## src/rtl/fsk_pkg.sv

```systemverilog
// Shared definitions for the FSK character deframer: FSM states, ITA2 width
// and symbol encoding.
package fsk_pkg;

   localparam int   ITA2_BITS = 5;
   localparam logic MARK      = 1'b1;
   localparam logic SPACE     = 1'b0;

   typedef enum logic [1:0] {
      IDLE,
      DATA,
      STOP
   } fsm_state_t;

endpackage

```

## src/rtl/fsk_power_pair.sv

```systemverilog
// Pairs mark/space filter power results. Presents the newest power of each
// tone and a combinational pair-complete strobe for the deciding edge.
module fsk_power_pair
   import fsk_pkg::*;
#(
   parameter int POWER_WIDTH = 56
) (
   input  logic                          clk,
   input  logic                          rst_n,
   input  logic                          mark_valid,
   input  logic signed [POWER_WIDTH-1:0] mark_power,
   input  logic                          space_valid,
   input  logic signed [POWER_WIDTH-1:0] space_power,
   output logic                          pair_done,
   output logic signed [POWER_WIDTH-1:0] mark_sel,
   output logic signed [POWER_WIDTH-1:0] space_sel
);

   logic signed [POWER_WIDTH-1:0] mark_lat;
   logic signed [POWER_WIDTH-1:0] space_lat;
   logic                          have_mark;
   logic                          have_space;

   // A valid arriving on the completing cycle bypasses the latch so the
   // decision always sees the newest value.
   assign mark_sel  = mark_valid  ? mark_power  : mark_lat;
   assign space_sel = space_valid ? space_power : space_lat;
   assign pair_done = (have_mark | mark_valid) & (have_space | space_valid);

   always_ff @(posedge clk or negedge rst_n) begin
      if (!rst_n) begin
         mark_lat   <= '0;
         space_lat  <= '0;
         have_mark  <= 1'b0;
         have_space <= 1'b0;
      end else begin
         if (mark_valid)
            mark_lat <= mark_power;
         if (space_valid)
            space_lat <= space_power;
         if (pair_done) begin
            have_mark  <= 1'b0;
            have_space <= 1'b0;
         end else begin
            if (mark_valid)
               have_mark <= 1'b1;
            if (space_valid)
               have_space <= 1'b1;
         end
      end
   end

endmodule

```

## src/rtl/fsk_char_deframer.sv

```systemverilog
// Slices paired Goertzel powers into FSK symbols and deframes async ITA2
// characters. Optional carrier squelch is enabled by defining FSK_SQUELCH_EN.
module fsk_char_deframer
   import fsk_pkg::*;
#(
   parameter int POWER_WIDTH    = 56,
   parameter int DATA_BITS      = ITA2_BITS,
   parameter int STOP_BITS      = 1,
   parameter int SQUELCH_THRESH = 0
) (
   input  logic                          clk,
   input  logic                          rst_n,
   input  logic                          mark_valid,
   input  logic signed [POWER_WIDTH-1:0] mark_power,
   input  logic                          space_valid,
   input  logic signed [POWER_WIDTH-1:0] space_power,
   output logic                          win_start,
   output logic                          sym_valid,
   output logic                          sym_bit,
   output logic                          carrier_det,
   output logic                          char_valid,
   output logic [DATA_BITS-1:0]          char_data,
   output logic                          frame_err
);

   localparam int CNT_W = $clog2(DATA_BITS + STOP_BITS + 1);

   logic                          pair_done;
   logic signed [POWER_WIDTH-1:0] mark_sel;
   logic signed [POWER_WIDTH-1:0] space_sel;
   logic                          carrier;
   logic                          dec_bit;

   logic                          arm;
   fsm_state_t                    state;
   logic [DATA_BITS-1:0]          shift;
   logic [CNT_W-1:0]              cnt;
   logic                          err_acc;

   fsk_power_pair #(
      .POWER_WIDTH (POWER_WIDTH)
   ) u_pair (
      .clk         (clk),
      .rst_n       (rst_n),
      .mark_valid  (mark_valid),
      .mark_power  (mark_power),
      .space_valid (space_valid),
      .space_power (space_power),
      .pair_done   (pair_done),
      .mark_sel    (mark_sel),
      .space_sel   (space_sel)
   );

`ifdef FSK_SQUELCH_EN
   localparam logic signed [POWER_WIDTH-1:0] THRESH = POWER_WIDTH'(SQUELCH_THRESH);
   assign carrier = (mark_sel >= THRESH) || (space_sel >= THRESH);
`else
   logic unused_thresh;
   assign unused_thresh = (SQUELCH_THRESH != 0);
   assign carrier       = 1'b1;
`endif

   // Ties decide mark; a squelched window always reads as idle mark.
   assign dec_bit = carrier ? (mark_sel >= space_sel) : MARK;

   always_ff @(posedge clk or negedge rst_n) begin
      if (!rst_n) begin
         arm         <= 1'b1;
         win_start   <= 1'b0;
         sym_valid   <= 1'b0;
         sym_bit     <= MARK;
         carrier_det <= 1'b0;
         char_valid  <= 1'b0;
         char_data   <= '0;
         frame_err   <= 1'b0;
         state       <= IDLE;
         shift       <= '0;
         cnt         <= '0;
         err_acc     <= 1'b0;
      end else begin
         arm        <= 1'b0;
         win_start  <= arm | pair_done;
         sym_valid  <= pair_done;
         char_valid <= 1'b0;
         if (pair_done) begin
            sym_bit     <= dec_bit;
            carrier_det <= carrier;
            if (!carrier) begin
               state <= IDLE;
            end else begin
               case (state)
                  IDLE: begin
                     if (dec_bit == SPACE) begin
                        shift <= '0;
                        cnt   <= '0;
                        state <= DATA;
                     end
                  end
                  DATA: begin
                     // LSB first: earliest data symbol ends up in bit 0.
                     shift <= (shift >> 1) | (DATA_BITS'(dec_bit) << (DATA_BITS - 1));
                     if (cnt == CNT_W'(DATA_BITS - 1)) begin
                        cnt     <= '0;
                        err_acc <= 1'b0;
                        state   <= STOP;
                     end else begin
                        cnt <= cnt + CNT_W'(1);
                     end
                  end
                  STOP: begin
                     if (cnt == CNT_W'(STOP_BITS - 1)) begin
                        char_valid <= 1'b1;
                        char_data  <= shift;
                        frame_err  <= err_acc | (dec_bit == SPACE);
                        state      <= IDLE;
                     end else begin
                        cnt <= cnt + CNT_W'(1);
                        if (dec_bit == SPACE)
                           err_acc <= 1'b1;
                     end
                  end
                  default: state <= IDLE;
               endcase
            end
         end
      end
   end

endmodule
```

## config.mk

```make
export PLATFORM = sky130hd
export DESIGN_NAME = fsk_char_deframer
export DESIGN_NICKNAME = d
export VERILOG_FILES = /design/src/rtl/fsk_pkg.sv /design/src/rtl/fsk_power_pair.sv /design/src/rtl/fsk_char_deframer.sv
export SDC_FILE = /design/constraint.sdc
export NUM_CORES = 1
export LEC_CHECK = 0
export CAP_MARGIN = 20
export CORE_ASPECT_RATIO = 1.2
export CORE_UTILIZATION = 35
export DETAILED_ROUTE_END_ITERATION = 7
export PLACE_DENSITY = 0.57
export SYNTH_ARGS = -nofsm -noshare
export SYNTH_HDL_FRONTEND = slang
export SYNTH_SLANG_ARGS = --single-unit
export TNS_END_PERCENT = 5
```

## constraint.sdc

```tcl
create_clock -name clk -period 2.9 [get_ports clk]
set_input_delay 0.725 -clock clk [delete_from_list [all_inputs] [get_ports clk]]
set_output_delay 0.725 -clock clk [all_outputs]
set_load 0.005 [all_outputs]
```

==> impl_metrics.ini, run 1 <==
[place]
port_buffers = 126
dp.cells = 951
hpwlAfterDp_um = 11600
gp_congestion = 0.763

[floorplanning]
io_pins = 127
start_util_pct = 36.0
core_area_sq_mm = 0.0183
die_area_sq_mm = 0.0194
rows = 54
die_h_um = 152
fp.dieW_um = 127

[power_and_ir_drop]
switchingPower_mw = 1.67
p_seq_share_pct = 37.0
swShare_pct = 27.0
p_int_mw = 4.51
p_clk_share_pct = 35.5
combPwrFrac_pct = 27.5
vdd_drop_max_mv = 0.451
pwr_density_cell_mw_per_mm2 = 600
leakagePower_nw = 4.73

[synthesis]
ys_seq_area_share_pct = 52.0
synth_flop_cell = dfrtp_1
netlist.area_leader.share_pct = 51.2
synth_nets = 712
yosysUniqueCellTypes = 46
mappedNetlistArea_sq_mm = 0.00659
postSynthAreaPerCell_sq_um = 12.3
synthCells = 534
synth_edf_count = 0
synthArstFlopShare_pct = 100
yosysMostFrequentCell = dfrtp_1
ys_warn_count = 0
synth_top_cells_by_count = dfrtp_1, inv_1, ha_1, mux2_2, mux2i_1
synth_area_leader_cell = dfrtp_1
synth_seq_cells = 137
synthTopCellsByArea = dfrtp_1, ha_1, mux2_2

[clock_network]
cts_made_buffers = 17
cts_hold_buf = 0
clockBufferDepth = 2
cts.sinks = 137
cts-htree-levels = 4
cts-root-buf = clkbuf_16
cts_tree = yes
clock_latency_ps = 420
clkTransAtPathRegs_ps = 60

[timing]
setup_slack_ps = -374
finClkSkew_ps = 9.03
fmax_mhz = 305
setup_tns_ps = -3940
setup_viol = 13
finalCriticalPeriod_ps = 3270
hold_viol = 0
worst_hold_slack_ps = 277
maxSlewViolCount = 0
rsz0062_at_grt = yes
worst_slew_pin_slew_ps = 594
max-slew-margin-rel_pct = 60.4
post-route-period-util_pct = 113

[final_layout]
final_nets = 922
area_growth_pct = 56.0
final_cells = 1009
num_antenna_cells = 0
postLayoutCoreUtil_pct = 56.2
drive_above_1_share_pct = 34.2

[setup_path]
cp_slowest_cell = or3_4
rrSetupSlack_ps = -90
cp_max_fo = 7
cp.required_ps = 3210
worstPathArrival_ps = 3590
cpPeakStageDelay_ps = 350
cpMostUsedCell = buf_4
end_kind = register
cp-start-kind = primary input
path_cells = buf_12 > clkbuf_16 > buf_4 > mux2_4 > ha_4 > nand4_1 > nor2_1 > a211oi_1 > o211ai_1 > a2111oi_4 > a21oi_2 > buf_4 > or3_4 > a22o_1
critPathKind = primary input to register

[routing]
vias_per_cell = 4.67
routedWlPerCell_um = 16.9
drt_wl_total_um = 17100
drt-initial-drc-count = 110
vias = 4716
dr.pass1.iters = 4
antenna_left = 0
route.detailed.drc = 0

[global_routing]
grt_max_degree = 62
grt_first_pass_wirelength_um = 27800
grt_use_met3_pct = 4.07
grt_overflow = 0
top_usage_layer = met2
met2_usage_pct = 32.7
met1_usage_pct = 22.7
grtUsageTotal_pct = 18.9
grt_pass1_vias = 5272
antenna_found_initial = 0

[status]
violations = setup timing
status = finished with violations

[flow_run]
cap_viol_max_count = 0

[min_path]
hold_class = primary input to asynchronous set/reset pin
[metal layers]
layer / share of wire [%] / vias to the layer above
met2: 52 / 87
met5: 0 / -
met1: 43 / 2303
met4: 2.1 / 0
li1: - / 2299
met3: 3.3 / 27
[worst max-delay path: cells and delay by family]
family | cells | cell delay [ps]
AND/OR/NAND/NOR | 3 | 570
buffers and inverters | 4 | 590
AO/OA/AOI/OAI | 5 | 1130
adder cells (fa/ha/maj) | 1 | 250
multiplexers | 1 | 320
[cell type report]
| class | count | area (sq um) |
|---|---|---|
| sequential | 137 | 3430 |
| timing repair buffer | 205 | 2030 |
| tap | 252 | 315 |
| multi-input combinational | 317 | 3660 |
| inverter | 66 | 248 |
| fill | 1510 | 8020 |
| clock buffer | 25 | 515 |
| clock inverter | 7 | 87.6 |
[cell usage in the layout (no fill, tap or decap), types with 4 or more instances in the layout]
cell	instances
a211oi_1	4
a21o_1	5
a21oi_1	18
a21oi_2	8
a22o_1	4
buf_12	9
buf_4	65
buf_6	4
clkbuf_16	18
clkbuf_8	6
clkdlybuf4s50_1	101
clkinv_2	4
dfrtp_1	135
dlygate4sd2_1	18
dlymetal6s2s_1	4
ha_1	28
ha_4	33
inv_1	66
mux2_2	35
mux2_4	27
mux2i_1	33
mux2i_2	18
mux2i_4	6
nand2_1	10
nand3_1	5
nand4_1	14
nor2_1	13
o21ai_0	6
[registers in the layout (all words and copies together), names as in the netlist, 2 cells and up]
name / flops
shift: 5
state: 2
u_pair.space_lat: 56
cnt: 3
u_pair.mark_lat: 56
char_data: 5
[stage by stage]
step           power, mW  setup WS (ps)  area (sq um)
2_1_floorplan       3.05           -542          6690
3_3_place_gp        3.64           -987          8610
3_5_place_dp        3.67          -1000          8610
4_1_cts             6.13           -333         10100
5_1_grt             6.51           -450         10300
6_report            6.18           -374         10300
[power groups by stage]
stage | combinational [mW] | sequential, mW | clock [mW]
after floorplan | 0.776 | 2.28 | 0
after global placement | 1.34 | 2.30 | 0
after detailed placement | 1.37 | 2.30 | 0
after CTS | 1.61 | 2.28 | 2.24
after global routing | 1.87 | 2.32 | 2.32
final | 1.70 | 2.29 | 2.19
[worst paths after layout]
check,startpoint,endpoint,cells after the start
min reg2reg,u_pair.have_space,u_pair.have_mark,1
min in group clk,u_pair.have_space,u_pair.have_mark,1
min,rst_n,u_pair.space_lat[43],1
max,mark_valid,shift[3],14
max reg2reg,u_pair.mark_lat[17],cnt[0],11
max in group asynchronous,rst_n,u_pair.space_lat[14],2
[cell families after synthesis]
| logic type | after synthesis | synth area share [%] |
|---|---|---|
| buffers and inverters | 80 | 4.55 |
| muxes | 119 | 19.3 |
| and+or+nand+nor | 65 | 5.16 |
| AOI/OAI and AO/OA | 70 | 7.12 |
| adders and majority gates | 62 | 11.8 |
| DFF | 137 | 52.0 |
| other | 1 | 0.0569 |
[repair_timing]
action                     in CTS  in global routing
setup endpoints to repair      13                 13
gates resized for setup       125                 25
pin swaps                      34                 16
gates cloned                    2                  1
buffers inserted               12                 11
No activity file was read; power rests on OpenSTA's default activity.
==> run 2: changes to the inputs <==
--- a/config.mk
+++ b/config.mk
@@ -7,6 +7,7 @@
 export LEC_CHECK = 0
 export CAP_MARGIN = 20
 export CORE_ASPECT_RATIO = 1.2
+export CORE_MARGIN = 2
 export CORE_UTILIZATION = 35
 export DETAILED_ROUTE_END_ITERATION = 7
 export PLACE_DENSITY = 0.57
==> run 2 against run 1 <==
The flow still finishes with violations (setup timing). Count of clock-buffer cells in the layout shrank 4. Non-clock buffer count up 10. Sequential power hardly changed. Flip-flop and latch count is the same. First-iteration DRC count increased by 28%. Combinational power grew 3%. Clock power barely moved. Power is 1.3% higher. Worst hold slack worse by 60 ps.
==> impl_metrics.ini, run 2 (synthesized netlist as in run 1, its figures left out) <==
[status]
status = finished with violations
violations = setup timing

[timing]
max-slew-margin-rel_pct = 65.7
setup_slack_ps = -345
finalCriticalPeriod_ps = 3250
setup_viol = 13
hold_viol = 0
post-route-period-util_pct = 112
rsz0062_at_grt = yes
fmax_mhz = 308
worst_hold_slack_ps = 217
worst_slew_pin_slew_ps = 513
finClkSkew_ps = 7.82
maxSlewViolCount = 0

[floorplanning]
die_h_um = 154
rows = 55
io_pins = 127
core_area_sq_mm = 0.0186
fp.dieW_um = 129
start_util_pct = 35.4
die_area_sq_mm = 0.0200

[global_routing]
grt_max_degree = 45
grt_overflow = 0
grt_first_pass_wirelength_um = 27200
grt_pass1_vias = 5315
antenna_found_initial = 0
grtUsageTotal_pct = 18.0

[setup_path]
cp_max_fo = 8
worstPathArrival_ps = 3600
cp-start-kind = primary input
cp.required_ps = 3260
rrSetupSlack_ps = -50
critPathKind = primary input to register
end_kind = register

[place]
gp_congestion = 0.836
port_buffers = 126
hpwlAfterDp_um = 12300
pre_cts_slack_ps = -1010
placed_area_sq_mm = 0.00874

[clock_network]
clkTransAtPathRegs_ps = 60
cts_tree = yes
cts_hold_buf = 0
cts-root-buf = clkbuf_16
clock_latency_ps = 420
cts_made_buffers = 17
cts-htree-levels = 4
clockBufferDepth = 2
cts.sinks = 137

[routing]
wl_met1_um = 7240
drt_wl_total_um = 17600
dr_wl_met3_um = 431
met2RoutedLength_um = 9650
vias_per_cell = 4.68
antenna_left = 0
vias = 4786
route.detailed.drc = 0
top_layer = met4
routedWlPerCell_um = 17.2
dr.pass1.iters = 5
drt-initial-drc-count = 141

[final_layout]
area_growth_pct = 57.5
most-common-layout-cells = dfrtp_1, clkdlybuf4s50_1, buf_4
reg_top3 = u_pair.mark_lat: 56 flops, u_pair.space_lat: 56 flops
drive_above_1_share_pct = 34.8
num_antenna_cells = 0
final_area_sq_mm = 0.0104
final_nets = 932
fill_cells = 1575
final_common_cell = dfrtp_1
postLayoutCoreUtil_pct = 55.7

[flow_run]
cap_viol_max_count = 0

[power_and_ir_drop]
vdd_drop_max_mv = 0.464
leakagePower_nw = 4.78
pwr_density_cell_mw_per_mm2 = 602
total_power_mw = 6.26

[min_path]
hold_class = primary input to asynchronous set/reset pin
## run 2: layout make-up
cell class | count | area (sq um) | area share (%)
well taps | 256 | 320 | 3.08
clock buffers | 21 | 460 | 4.43
flip-flops and latches | 137 | 3430 | 33.0
repair buffers | 215 | 2140 | 20.6
inverters | 66 | 248 | 2.39
multi-input cells | 317 | 3640 | 35.0
clock inverters | 11 | 146 | 1.41
## run 2: worst max-delay path, stage by stage
cell and delay [ps]:
buf_12 110, buf_12 150, buf_12 140, mux2_2 380, ha_4 280, nand2_1 70, or4_4 580, a2bb2oi_2 160
a31oi_2 230, a2111oi_4 90, a21oi_4 220, buf_6 130, buf_4 90, o21ai_1 50, a21bo_2 190
## run 2: path summary, 6_finish.rpt
path                                startpoint              endpoint  cells after the start
hold / removal                           rst_n  u_pair.space_lat[19]                      1
setup / recovery                    mark_valid                cnt[2]                     15
max in group asynchronous                rst_n                   arm                      2
min in group clk              u_pair.have_mark     u_pair.have_space                      1
setup reg to reg           u_pair.mark_lat[51]                cnt[2]                     15
hold reg to reg               u_pair.have_mark     u_pair.have_space                      1
## run 2: per-stage QoR
step,instances,TNS (ps)
2_1_floorplan,534,-5250
3_3_place_gp,971,-10800
3_5_place_dp,971,-11340
4_1_cts,1021,-3760
5_1_grt,1023,-4840
6_report,1023,-3520
## run 2: repair_timing
action                                  CTS  global route
resized for setup                       108            41
buffers inserted                         16             2
cloned                                    4             0
endpoints found under the hold margin     0             0
endpoints found under the setup margin   13            13
pin swaps                                28            21
## run 2: layer usage
metal / vias to the layer above / track usage [%]
met4: 0 / 5.38
met2: 80 / 33.5
met1: 2374 / 20.8
met5: - / 0
met3: 16 / 2.91
li1: 2316 / -
## run 2: where the power goes
group	total (mW)	leakage (nW)	internal [mW]	switching [mW]
logic	1.75	2.87	0.974	0.772
clock network	2.22	0.281	1.40	0.828
registers	2.29	1.62	2.17	0.120
total	6.26	4.78	4.54	1.72
==> run 3: changes to the inputs <==
--- a/config.mk
+++ b/config.mk
@@ -6,7 +6,6 @@
 export NUM_CORES = 1
 export LEC_CHECK = 0
 export CAP_MARGIN = 20
-export CORE_ASPECT_RATIO = 1.2
 export CORE_MARGIN = 2
 export CORE_UTILIZATION = 35
 export DETAILED_ROUTE_END_ITERATION = 7
==> run 3 against run 2 <==
The run still ends with setup timing left. Utilization is 1.7 points lower. Combinational power is 5% lower. Design area fell by 3.4%. Via count is 0.42% lower. Critical path depth is 1 lower. Register-to-register slack worse by 40 ps. Die area about the same. Worst hold slack got worse by 86 ps. Global-route usage fell by 0.87 points. Count of clock-buffer cells in the layout up 3. Sequential power about the same. Routed wire length decreased by 6.1%.
==> impl_metrics.ini, run 3 (synthesized netlist as in run 1, its figures left out) <==
[status]
status = finished with violations
violations = setup timing

[setup_path]
crit_start = mark_valid
cp.required_ps = 3200
worstPathArrival_ps = 3650
end_kind = register
cp_max_fo = 9
timing.rr.start = u_pair.mark_lat[55]
critPathKind = primary input to register
cp-start-kind = primary input

[place]
port_buffers = 126
gp_congestion = 0.813
pre_cts_slack_ps = -997
placed_area_sq_mm = 0.00871
hpwlAfterDp_um = 11600

[timing]
worst_slew_pin_slew_ps = 594
setup_viol = 13
fmax_mhz = 298
finalCriticalPeriod_ps = 3350
worst_hold_slack_ps = 131
max-slew-margin-rel_pct = 60.4
rsz0062_at_grt = yes
maxSlewViolCount = 0
setup_slack_ps = -452
post-route-period-util_pct = 116
hold_viol = 0
finClkSkew_ps = 5.58
setup_tns_ps = -4600

[global_routing]
grtUsageTotal_pct = 17.1
grt_first_pass_wirelength_um = 26600
grt_max_degree = 83
antenna_found_initial = 0
grt_overflow = 0
grt_pass1_vias = 5136

[power_and_ir_drop]
combPwrFrac_pct = 27.5
switchingPower_mw = 1.64
swShare_pct = 27.2
leakagePower_nw = 4.70
p_seq_share_pct = 37.8
vdd_drop_max_mv = 0.415
pwr_density_cell_mw_per_mm2 = 602
p_clk_share_pct = 34.7
p_int_mw = 4.40

[floorplanning]
rows = 50
start_util_pct = 35.5
die_h_um = 141
die_area_sq_mm = 0.0200
fp.dieW_um = 141
core_area_sq_mm = 0.0186
io_pins = 127

[clock_network]
clkTransAtPathRegs_ps = 60
cts_hold_buf = 0
cts-root-buf = clkbuf_16
clock_latency_ps = 410
clockBufferDepth = 2
cts.sinks = 137
cts_tree = yes
cts-htree-levels = 4
cts_made_buffers = 17

[flow_run]
cap_viol_max_count = 0

[routing]
dr.pass1.iters = 4
antenna_left = 0
drt_wl_total_um = 16500
routedWlPerCell_um = 16.4
route.detailed.drc = 0
drt-initial-drc-count = 179
vias_per_cell = 4.74
vias = 4766

[min_path]
hold_class = primary input to asynchronous set/reset pin

[final_layout]
final_area_sq_mm = 0.0100
drive_above_1_share_pct = 31.7
reg_top3 = u_pair.mark_lat: 56 flops, u_pair.space_lat: 56 flops
area_growth_pct = 52.2
num_antenna_cells = 0
most-common-layout-cells = dfrtp_1, clkdlybuf4s50_1, buf_4
postLayoutCoreUtil_pct = 54.0
final_common_cell = dfrtp_1
final_nets = 937
[run 3: final timing paths]
check                                             to  slack, ps  cells past startpoint
worst max-delay path                        shift[2]       -450                     14
worst min-delay path             u_pair.mark_lat[38]        130                      1
worst max register to register              shift[2]        -90                     13
worst min register to register     u_pair.have_space        460                      1
max in group asynchronous       u_pair.space_lat[12]       2010                      2
min in group clk                   u_pair.have_space        460                      1
[run 3: through the flow]
step,instances,power [mW]
CTS,998,6.02
detailed placement,949,3.73
global placement,949,3.69
global route,1006,6.41
finish,1006,6.04
floorplan,534,3.05
[run 3: layout make-up]
class	count	area, sq um
fillers	1551	8550
flip-flops and latches	137	3430
multi-input cells	317	3340
repair buffers	220	2150
clock buffers	24	472
well taps	234	293
inverters	66	248
clock inverters	8	95.1
[run 3: what timing repair did]
action,in CTS,in global routing
gates resized for setup,54,36
gates cloned,2,1
endpoints found under the setup margin,13,13
pin swaps,15,17
setup buffers,16,7
[run 3: power by group through the flow]
stage	sequential [mW]	combinational [mW]	clock, mW
finish	2.28	1.66	2.10
detailed placement	2.31	1.42	0
CTS	2.28	1.59	2.15
floorplan	2.28	0.776	0
global route	2.31	1.85	2.26
global placement	2.30	1.39	0
[run 3: worst max-delay path: stages]
cell and delay (ps):
buf_12 120, buf_12 140, buf_12 140, mux2_4 320
ha_4 240, nor2b_1 130, o211ai_1 150, a21oi_1 100
a211o_1 280, a311oi_2 410, a21oi_2 130, buf_4 150
or3_4 390, a22o_1 190
[run 3: routing by layer]
metal	up-vias	GRT usage, %	share of wire [%]
met5	-	0	0
li1	2332	-	-
met4	0	5.11	1.1
met3	13	3.63	4.3
met1	2320	22.9	48
met2	101	28.0	47
